===== config.mk =====
export PLATFORM = sky130hd
export DESIGN_NAME = sram_port_master
export DESIGN_NICKNAME = d
export VERILOG_FILES = /design/src/rtl/sram_port_master.sv
export SDC_FILE = /design/constraint.sdc
export NUM_CORES = 1
export LEC_CHECK = 0
export BUFFER_PORTS_ARGS = -buffer_cell sky130_fd_sc_hd__buf_2
export CORE_AREA = 8 8 430 432
export CTS_CLUSTER_SIZE = 14
export DETAILED_ROUTE_END_ITERATION = 12
export DIE_AREA = 0 0 438 440
export SLEW_MARGIN = 20
export SYNTH_ARGS = -nofsm -noshare
export SYNTH_HDL_FRONTEND = slang
export SYNTH_SLANG_ARGS = --single-unit
export TNS_END_PERCENT = 20

===== constraint.sdc =====
create_clock -name clk -period 1.48 [get_ports clk]
set_input_delay 0.222 -clock clk [delete_from_list [all_inputs] [get_ports clk]]
set_output_delay 0.222 -clock clk [all_outputs]
set_load 0.03 [all_outputs]

===== src/rtl/sram_port_master.sv =====
// -----------------------------------------------------------------------------
// sram_port_master
//
// Purpose:
//   Request/response front end for the single-port, byte-masked cache data
//   SRAM macros. It takes one read or write request at a time from the cache
//   datapath and drives the macro pins with the timing the macro expects:
//     - The macro captures its inputs at posedge.
//     - A write commits, and dout0 updates, at the following negedge.
//   It then returns either the read data or a write acknowledgement.
//
//   Sequence: IDLE -(accept)-> ISSUE -> [CAPT, reads only] -> RESP -> IDLE
//
// Optional feature:
//   Define SRAM_PORT_STATS_EN to add the saturating stat_reads / stat_writes
//   counters. Each one counts accepted requests of its kind.
//
// Ports:
//   clk, rst_n              clock and synchronous active-low reset
//   req_valid/req_ready     request handshake
//   req_write               request is a write (1) or a read (0)
//   req_addr/wdata/wmask    request address, write data and byte enables
//   resp_valid/resp_ready   response handshake
//   resp_write/resp_rdata   response kind (1 = write ack) and read data
//   csb0, web0              SRAM chip select and write enable (active low)
//   wmask0, addr0, din0     SRAM byte mask, address and write data
//   dout0                   SRAM read data
//   stat_reads/stat_writes  request counters (SRAM_PORT_STATS_EN only)
// -----------------------------------------------------------------------------
module sram_port_master #(
    parameter  int ADDR_WIDTH = 5,
    parameter  int DATA_WIDTH = 256,
    localparam int NUM_WMASKS = DATA_WIDTH / 8
) (
    input  logic                  clk,
    input  logic                  rst_n,
    input  logic                  req_valid,
    output logic                  req_ready,
    input  logic                  req_write,
    input  logic [ADDR_WIDTH-1:0] req_addr,
    input  logic [DATA_WIDTH-1:0] req_wdata,
    input  logic [NUM_WMASKS-1:0] req_wmask,
    output logic                  resp_valid,
    input  logic                  resp_ready,
    output logic                  resp_write,
    output logic [DATA_WIDTH-1:0] resp_rdata,
    output logic                  csb0,
    output logic                  web0,
    output logic [NUM_WMASKS-1:0] wmask0,
    output logic [ADDR_WIDTH-1:0] addr0,
    output logic [DATA_WIDTH-1:0] din0,
    input  logic [DATA_WIDTH-1:0] dout0
`ifdef SRAM_PORT_STATS_EN
    ,
    output logic [31:0]           stat_reads,
    output logic [31:0]           stat_writes
`endif
);

    typedef enum logic [1:0] {
        S_IDLE,
        S_ISSUE,
        S_CAPT,
        S_RESP
    } state_t;

    state_t                r_state,      w_state;
    logic                  r_write,      w_write;
    logic                  r_csb0,       w_csb0;
    logic                  r_web0,       w_web0;
    logic [NUM_WMASKS-1:0] r_wmask0,     w_wmask0;
    logic [ADDR_WIDTH-1:0] r_addr0,      w_addr0;
    logic [DATA_WIDTH-1:0] r_din0,       w_din0;
    logic                  r_resp_valid, w_resp_valid;
    logic                  r_resp_write, w_resp_write;
    logic [DATA_WIDTH-1:0] r_resp_rdata, w_resp_rdata;
    logic                  w_accept;

    // A request is taken only in IDLE and never while reset is held. Gating
    // with rst_n keeps req_ready low for the whole reset window, including
    // the cycles when the state register already reads IDLE.
    assign req_ready = rst_n && (r_state == S_IDLE);
    assign w_accept  = req_ready && req_valid;

    // Next-state and next-output logic.
    // NOTE: every signal gets a default at the top of the block, so no path
    // leaves one unassigned. This prevents latch inference.
    always_comb begin
        w_state      = r_state;
        w_write      = r_write;
        w_csb0       = 1'b1;          // deselected unless issuing this cycle
        w_web0       = 1'b1;          // web0 stays high whenever csb0 is high
        w_wmask0     = r_wmask0;
        w_addr0      = r_addr0;
        w_din0       = r_din0;
        w_resp_valid = r_resp_valid;
        w_resp_write = r_resp_write;
        w_resp_rdata = r_resp_rdata;

        unique case (r_state)
            S_IDLE: begin
                if (w_accept) begin
                    w_write = req_write;
                    w_csb0  = 1'b0;
                    w_web0  = ~req_write;
                    w_addr0 = req_addr;
                    if (req_write) begin
                        w_din0   = req_wdata;
                        w_wmask0 = req_wmask;
                    end else begin
                        // din0 keeps its old value. The macro ignores it on reads.
                        w_wmask0 = '0;
                    end
                    w_state = S_ISSUE;
                end
            end

            S_ISSUE: begin
                // The macro latched the command at this edge. A write needs
                // nothing more from us, so it is acknowledged straight away.
                if (r_write) begin
                    w_resp_valid = 1'b1;
                    w_resp_write = 1'b1;
                    w_state      = S_RESP;
                end else begin
                    w_state = S_CAPT;
                end
            end

            S_CAPT: begin
                // dout0 settled at the negedge after the issue edge.
                w_resp_rdata = dout0;
                w_resp_valid = 1'b1;
                w_resp_write = 1'b0;
                w_state      = S_RESP;
            end

            S_RESP: begin
                if (resp_ready) begin
                    w_resp_valid = 1'b0;
                    w_state      = S_IDLE;
                end
            end

            default: w_state = S_IDLE;
        endcase
    end

    // State and output registers.
    // NOTE: sequential state uses non-blocking assignments. Every register
    // then samples the values from before the edge, whatever the statement order.
    always_ff @(posedge clk) begin
        if (!rst_n) begin
            r_state      <= S_IDLE;
            r_write      <= 1'b0;
            r_csb0       <= 1'b1;
            r_web0       <= 1'b1;
            r_wmask0     <= '0;
            r_addr0      <= '0;
            r_din0       <= '0;
            r_resp_valid <= 1'b0;
            r_resp_write <= 1'b0;
            r_resp_rdata <= '0;
        end else begin
            r_state      <= w_state;
            r_write      <= w_write;
            r_csb0       <= w_csb0;
            r_web0       <= w_web0;
            r_wmask0     <= w_wmask0;
            r_addr0      <= w_addr0;
            r_din0       <= w_din0;
            r_resp_valid <= w_resp_valid;
            r_resp_write <= w_resp_write;
            r_resp_rdata <= w_resp_rdata;
        end
    end

    assign csb0       = r_csb0;
    assign web0       = r_web0;
    assign wmask0     = r_wmask0;
    assign addr0      = r_addr0;
    assign din0       = r_din0;
    assign resp_valid = r_resp_valid;
    assign resp_write = r_resp_write;
    assign resp_rdata = r_resp_rdata;

`ifdef SRAM_PORT_STATS_EN
    logic [31:0] r_stat_reads;
    logic [31:0] r_stat_writes;

    // The counters count accepted requests. They stop at all-ones rather
    // than wrapping back to zero.
    always_ff @(posedge clk) begin
        if (!rst_n) begin
            r_stat_reads  <= '0;
            r_stat_writes <= '0;
        end else if (w_accept) begin
            if (req_write) begin
                if (r_stat_writes != 32'hFFFF_FFFF) r_stat_writes <= r_stat_writes + 32'd1;
            end else begin
                if (r_stat_reads != 32'hFFFF_FFFF) r_stat_reads <= r_stat_reads + 32'd1;
            end
        end
    end

    assign stat_reads  = r_stat_reads;
    assign stat_writes = r_stat_writes;
`endif

endmodule


Yosys cells after proc, flatten, opt, wreduce, memory -nomap -nowiden
Index checks and enable logic that the tools add are counted.
{ "totals": {"register_bits": 556} }
{ "classes": {"n_eq_ne": 6, "mux": 10, "bitwise_logic": 1, "n_reduce_logical": 12} }
{ "ops": {"columns": ["operator", "n"], "rows": [
  ["2-to-1 mux 32 bit", 1],
  ["AND reduction 3 bit", 3],
  ["case mux 2 bit (4 select lines)", 1],
  ["AND reduction 2 bit", 4],
  ["inequality test 2 bit, second input constant", 3],
  ["== test 2 bit, second input constant", 2],
  ["2-to-1 mux 1 bit", 4],
  ["2-to-1 mux 2 bit", 2],
  ["case mux 1 bit (3 select lines)", 1],
  ["nonzero test 3 bit", 1],
  ["== test 2 x 1 -> 1 bit, second input constant", 1],
  ["logical AND 1 bit", 2],
  ["zero test 2 bit", 1],
  ["case mux 1 bit (2 select lines)", 1],
  ["nonzero test 2 bit", 1],
  ["inverter 1 bit", 1]
]} }

Depth between registers and ports, before layout
Gate-level depths: netlist of run 1.
{ "depth": {"word_depth": 5, "depth_mapped": 9} }

Worst setup path after synthesis of run 1
Ideal clock, no wire load.
{ "synth_timing": {"path_type": "register to register", "start": "register r_state[0]", "end": "register r_state[1]", "arrival_time_ps": 1467, "t_required_ps": 1410, "slack_ps": -56, "stages_incl_launch_ff": 7, "cell_sequence": "dfxtp_1 > inv_1 > ha_1 > buf_2 > nor2b_1 > or3b_2 > a21oi_1"} }
{ "synth_between": {"elab_chain_len": 5, "word_cells_on_any_way": 10} }
{ "synth_lines": {"columns": ["item", "line_no", "source"], "rows": [
  ["start: declaration", "67", "state_t r_state, w_state;"],
  ["start signal: assignment", "165", "r_state <= w_state;"],
  ["zero test 2 bit", "82, 100", null],
  ["logical AND 1 bit", "82", "assign req_ready = rst_n && (r_state == S_IDLE);"],
  ["logical AND 1 bit", "83", "assign w_accept = req_ready && req_valid;"],
  ["inequality test 2 bit (no line)", null, null],
  ["AND reduction 2 bit (no line)", null, null]
]} }
Several ways; a longest one is shown, not always the timed one.
A chain may end at the register's enable or synchronous reset.

Final worst setup path of run 1
{ "layout_timing": {"start": "register r_state[1]", "end": "register r_din0[58], in the netlist din0[58]"} }
{ "layout_between": {"elab_chain_len": 4} }
{ "layout_lines": {"columns": ["item", "line_no", "source"], "rows": [
  ["zero test 2 bit *", "82, 100", null],
  ["logical AND 1 bit", "82", null],
  ["logical AND 1 bit", "83", null],
  ["AND reduction 3 bit (no line) *", null, null],
  ["end signal: assignment", "171", "r_din0 <= w_din0;"],
  ["end: declaration", "73", "logic [DATA_WIDTH-1:0] r_din0, w_din0;"]
]} }
Mark *: on every way between the ends. The rest lies on a longest branch, timed or not.

==> results of run 1 <==
## report_power, final
group	internal (uW)	switching, uW
sequential	17600	1760
combinational	10000	14900
clock	11500	7920
## per-stage QoR
| stage | setup TNS [ns] | total power (uW) | area, um2 | hold WS, ns | setup WS [ns] |
|---|---|---|---|---|---|
| 6_report | -131.18 | 63700 | 41400 | 0.0690 | -0.404 |
| 5_1_grt | -203.89 | 66600 | 41300 | 0.0305 | -0.478 |
| 4_1_cts | -163.81 | 63500 | 39400 | 0.000130 | -0.486 |
| 3_5_place_dp | -26.21 | 38200 | 27900 | 0.409 | -0.162 |
| 3_3_place_gp | -17.05 | 38000 | 27900 | 0.406 | -0.125 |
| 2_1_floorplan | -0.235 | 29800 | 19200 | 0.321 | -0.00768 |
## repair_timing
action,in CTS,in global routing
pin swaps,22,104
gates resized for setup,731,232
endpoints found under the setup margin,1073,1062
buffers inserted,51,5
gates cloned,28,39
hold endpoints to repair,553,0
hold buffers,555,0
## critical path, stage by stage, from the launching register on
cell	delay, ns
dfxtp_2	0.32
inv_2	0.07
ha_4	0.14
buf_4	0.10
buf_6	0.07
and4_4	0.32
buf_6	0.13
buf_6	0.08
buf_6	0.11
clkinv_8	0.10
clkbuf_16	0.19
nand3_1	0.08
nand2_1	0.05
## cell families after synthesis
| kind of cell | count (synthesis) | share of synthesized area (%) |
|---|---|---|
| adder cells (fa/ha/maj) | 5 | 0.325 |
| AO/OA/AOI/OAI | 48 | 1.99 |
| buffers and inverters | 157 | 4.25 |
| flip-flops | 556 | 57.9 |
| AND/OR/NAND/NOR | 1046 | 22.2 |
| multiplexers | 256 | 13.3 |
## metal layers
metal  share of wire, %  up-vias  GRT usage, %
met5               0.11        -             0
met1                 36    11072          17.5
met2                 45     1305          25.7
met4                6.6       30          8.69
met3                 12      438          9.20
li1                   -    10503             -
## flip-flops by register name (all words and copies together), names as in the netlist
signal,cells
resp_valid,1
din0,256
web0,1
wmask0,32
r_state,2
csb0,1
resp_rdata,256
resp_write,1
r_write,1
addr0,5
## final timing paths
path                           start                    end  cells past startpoint
min reg2reg    din0[42]$_SDFFE_PN0P_  din0[42]$_SDFFE_PN0P_                      2
max          r_state[1]$_SDFFE_PN0P_  din0[58]$_SDFFE_PN0P_                     12
max reg2reg  r_state[1]$_SDFFE_PN0P_  din0[58]$_SDFFE_PN0P_                     12
min                            rst_n  din0[23]$_SDFFE_PN0P_                      4
## cell usage after synthesis (all sizes together)
cell type and count:
or3b 1, a21oi 9, dfxtp 556, and4 1, o311a 1, nor2 258, and2 1, nor2b 3
mux2i 256, o21ai 1, buf 116, nand3 262, o41ai 1, o31ai 1, a22o 32, a211o 1
nand2 520, a2bb2oi 1, inv 5, ha 5, o311ai 1, clkbuf 36
## cell type report
type | count | area, um2
Timing Repair inverter | 1 | 16.3
Fill cell | 19175 | 136000
Inverter | 5 | 38.8
Antenna cell | 81 | 203
Tap cell | 2355 | 2950
Multi-Input combinational cell | 1355 | 8300
Clock buffer | 96 | 2010
Clock inverter | 36 | 564
Timing Repair Buffer | 1853 | 16000
Sequential cell | 556 | 11400
==> results.toml, run 1 <==
[die]
rows = 155
die_area_mm2 = 0.193
coreArea_mm2 = 0.178
die_h_um = 440
die-width_um = 438
ioPinCount = 1108
initial_utilization_pct = 10.8

[placed_design]
dpl.cell_count = 5455
gp_congestion = 0.924
place.port_buffers = 1107
dpl.hpwl_um = 135000

[clock_network]
cts-root-buf = "clkbuf_16"
path_clk_slew_ns = 0.06
numCtsBuffers = 72
htreeDepth = 3
cts_tree = "yes"
clock_latency_ns = 0.67
clk_path_buf_depth = 3
cts.sinks = 556

[hold_path]
hp-class = "in -> reg"

[outcome]
status = "finished, violations left"
violations = "setup timing"

[synthesis]
synth_area_per_cell_um2 = 9.30
synth_top_area_share_pct = 57.9
synthTopCellsByArea = "dfxtp_1 58%, mux2i_1 13%, nand2_1 10%"
syn_nets = 2627
ys.warnings.count = 0
ys_types = 26
syn_inst = 2068
netlist_area_mm2 = 0.0192
ys_seq_area_share_pct = 57.9
synth_top_cell_by_area = "dfxtp_1"
ys_seq_elements = 556

[sta]
setup_ws_ns = -0.404
fmax_mhz = 531
worst_slew_pin_slew_ns = 0.569
rsz0062_at_grt = "yes"
finalMaxSlewViolations = 0
hold_viol_final = 0
setup_viol = 706
fin_crit_sh_pct = 127
slew_headroom_pct = 62.1
period_minus_slack_ns = 1.88
finalClockSkew_ns = 0.0195

[global_routing]
grt_max_degree = 76
grt_usage_pct = 16.4
antenna_found_initial = 125
grt_pass1_wl_um = 213000
grt_pass1_vias = 23063
grt-ovfl-total = 0

[detailed_routing]
wirelength_um = 175000
drt_iter0_drc = 1412
drc = 0
dr_total_vias = 23348
viasPerCell = 3.68
wl_per_cell_um = 27.5
ant_nets = 0
drt_pass1_iterations = 7

[power_and_ir_drop]
p_leak_uw = 0.0189
p_per_area_mw_per_mm2 = 1540
peakVddDrop_mv = 0.855

[job]
cap_violations = 0

[worst_setup_path]
crit_fanout = 8
critPathCaptureType = "flip-flop"
arrival_ns = 2.45
critical_path_class = "reg -> reg"
start_kind = "flip-flop"
cp.required_ns = 2.04
r2r_setup_slack_ns = -0.40

[final_layout]
fin_cells = 6338
mostFrequentLayoutCells = "964 x buf_2, 555 x dlygate4sd3_1, 437 x nand2_1"
post-route-util_pct = 23.3
area_growth_pct = 115
layout_commonest_cell = "buf_2"
drive_gt1_share_pct = 45.6
final_nets = 4403
Note: power is estimated with default switching activity, not from simulation.
==> run 2: changes to the inputs <==
--- a/config.mk
+++ b/config.mk
@@ -10,6 +10,7 @@
 export CTS_CLUSTER_SIZE = 14
 export DETAILED_ROUTE_END_ITERATION = 12
 export DIE_AREA = 0 0 438 440
+export SKIP_CTS_REPAIR_TIMING = 1
 export SLEW_MARGIN = 20
 export SYNTH_ARGS = -nofsm -noshare
 export SYNTH_HDL_FRONTEND = slang
==> run 2 against run 1 <==
The flow still finishes with violations (setup timing). Core utilization fell by 1.1 points. Count of clock-buffer cells in the layout did not move. First-iteration DRC count up 17%. Clock power about the same. Worst setup slack about the same. Sequential share of layout area is 1.1 points higher. Flip-flop and latch count is the same. Final cell count decreased by 0.54%. Critical path depth decreased by 7. Non-clock buffer count is 25 lower. Critical endpoint is now req_ready.
==> results.toml, run 2 (synthesized netlist as in run 1, its figures left out) <==
[die]
coreArea_mm2 = 0.178
die_h_um = 440
ioPinCount = 1108
die_area_mm2 = 0.193
die-width_um = 438
rows = 155
initial_utilization_pct = 10.8

[detailed_routing]
drc = 0
wirelength_um = 170000
dr_total_vias = 23028
wl_per_cell_um = 27.0
drt_pass1_iterations = 7
drt_iter0_drc = 1656
viasPerCell = 3.65
ant_nets = 0

[final_layout]
post-route-util_pct = 22.2
drive_gt1_share_pct = 41.0
mostFrequentLayoutCells = "1071 x buf_2, 552 x dlygate4sd3_1, 520 x dfxtp_1"
final_nets = 4379
layout_commonest_cell = "buf_2"
area_growth_pct = 105

[global_routing]
grt_usage_pct = 15.2
met3_usage_pct = 9.76
grt-ovfl-total = 0
use_met2_pct = 24.1
grt_max_degree = 80
grtUsageMet1_pct = 15.9
grt_pass1_wl_um = 193000
grt_pass1_vias = 18996
antenna_found_initial = 132
grt.busiest_layer = "met2"

[sta]
fmax_mhz = 531
setup_viol = 766
period_minus_slack_ns = 1.88
finalMaxSlewViolations = 0
slew_headroom_pct = 59.8
hold_viol_final = 0
worst_slew_pin_slew_ns = 0.604
fin_crit_sh_pct = 127
setup_ws_ns = -0.404
rsz0062_at_grt = "yes"
tns_ns = -98.93
finalClockSkew_ns = 0.0220

[power_and_ir_drop]
peakVddDrop_mv = 0.852
finalPower_uw = 62100
p_leak_uw = 0.0182
p_per_area_mw_per_mm2 = 1580

[outcome]
violations = "setup timing"
status = "finished, violations left"

[clock_network]
cts_tree = "yes"
clock_latency_ns = 0.68
htreeDepth = 3
clk_path_buf_depth = 3
cts.sinks = 556
numCtsBuffers = 72
cts-root-buf = "clkbuf_16"
path_clk_slew_ns = 0.06

[worst_setup_path]
critical_path_class = "reg -> out"
r2r-start = "r_state[1]$_SDFFE_PN0P_"
crit_fanout = 6
critPathCaptureType = "primary output"
start_kind = "flip-flop"
cp.required_ns = 1.26
worstSetupStartpoint = "r_state[1]$_SDFFE_PN0P_"
arrival_ns = 1.66

[hold_path]
hp-start = "rst_n"
hp-class = "in -> reg"

[placed_design]
gp_congestion = 0.924
place.port_buffers = 1107
dpl.hpwl_um = 135000

[job]
cap_violations = 0
## run 2: final timing paths
| check | end | slack, ns | depth (start not counted) |
|---|---|---|---|
| max | req_ready | -0.40 | 5 |
| min | din0[58]$_SDFFE_PN0P_ | 0.04 | 4 |
| max reg2reg | din0[159]$_SDFFE_PN0P_ | -0.40 | 11 |
| min reg2reg | din0[83]$_SDFFE_PN0P_ | 0.44 | 2 |
## run 2: critical path, stage by stage (launching register included)
cell	delay, ns
dfxtp_2	0.32
inv_2	0.07
ha_4	0.14
buf_8	0.13
and2_4	0.18
buf_6	0.13
## run 2: layout make-up
type	count	area, um2
Inverter	5	52.6
Sequential cell	556	11200
Timing Repair inverter	2	38.8
Antenna cell	71	178
Fill cell	19382	138000
Timing Repair Buffer	1828	14300
Tap cell	2355	2950
Clock buffer	96	2010
Multi-Input combinational cell	1355	8080
Clock inverter	36	564
## run 2: per-layer routing
metal | vias to the layer above | wire length (um)
met5 | - | 216
met2 | 1286 | 78200
li1 | 10410 | -
met3 | 417 | 22700
met4 | 34 | 8050
met1 | 10881 | 61200
## run 2: per-stage QoR
stage                     instance area (um2)  setup WS, ns  std cells  hold slack [ns]
after floorplan                         19200      -0.00768       2068            0.321
after global placement                  27900        -0.125       5455            0.406
after detailed placement                27900        -0.162       5455            0.409
after CTS                               30400        -0.761       5587           -0.378
after global routing                    39300        -0.508       6264          0.00531
final                                   39400        -0.404       6304           0.0437
## run 2: report_power, final
part	switching [uW]	total (uW)	leakage (uW)	internal [uW]
clock	7900	19400	0.00125	11500
sequential	1550	19100	0.00454	17500
combinational	14700	23700	0.0124	8960
total	24100	62100	0.0182	38000
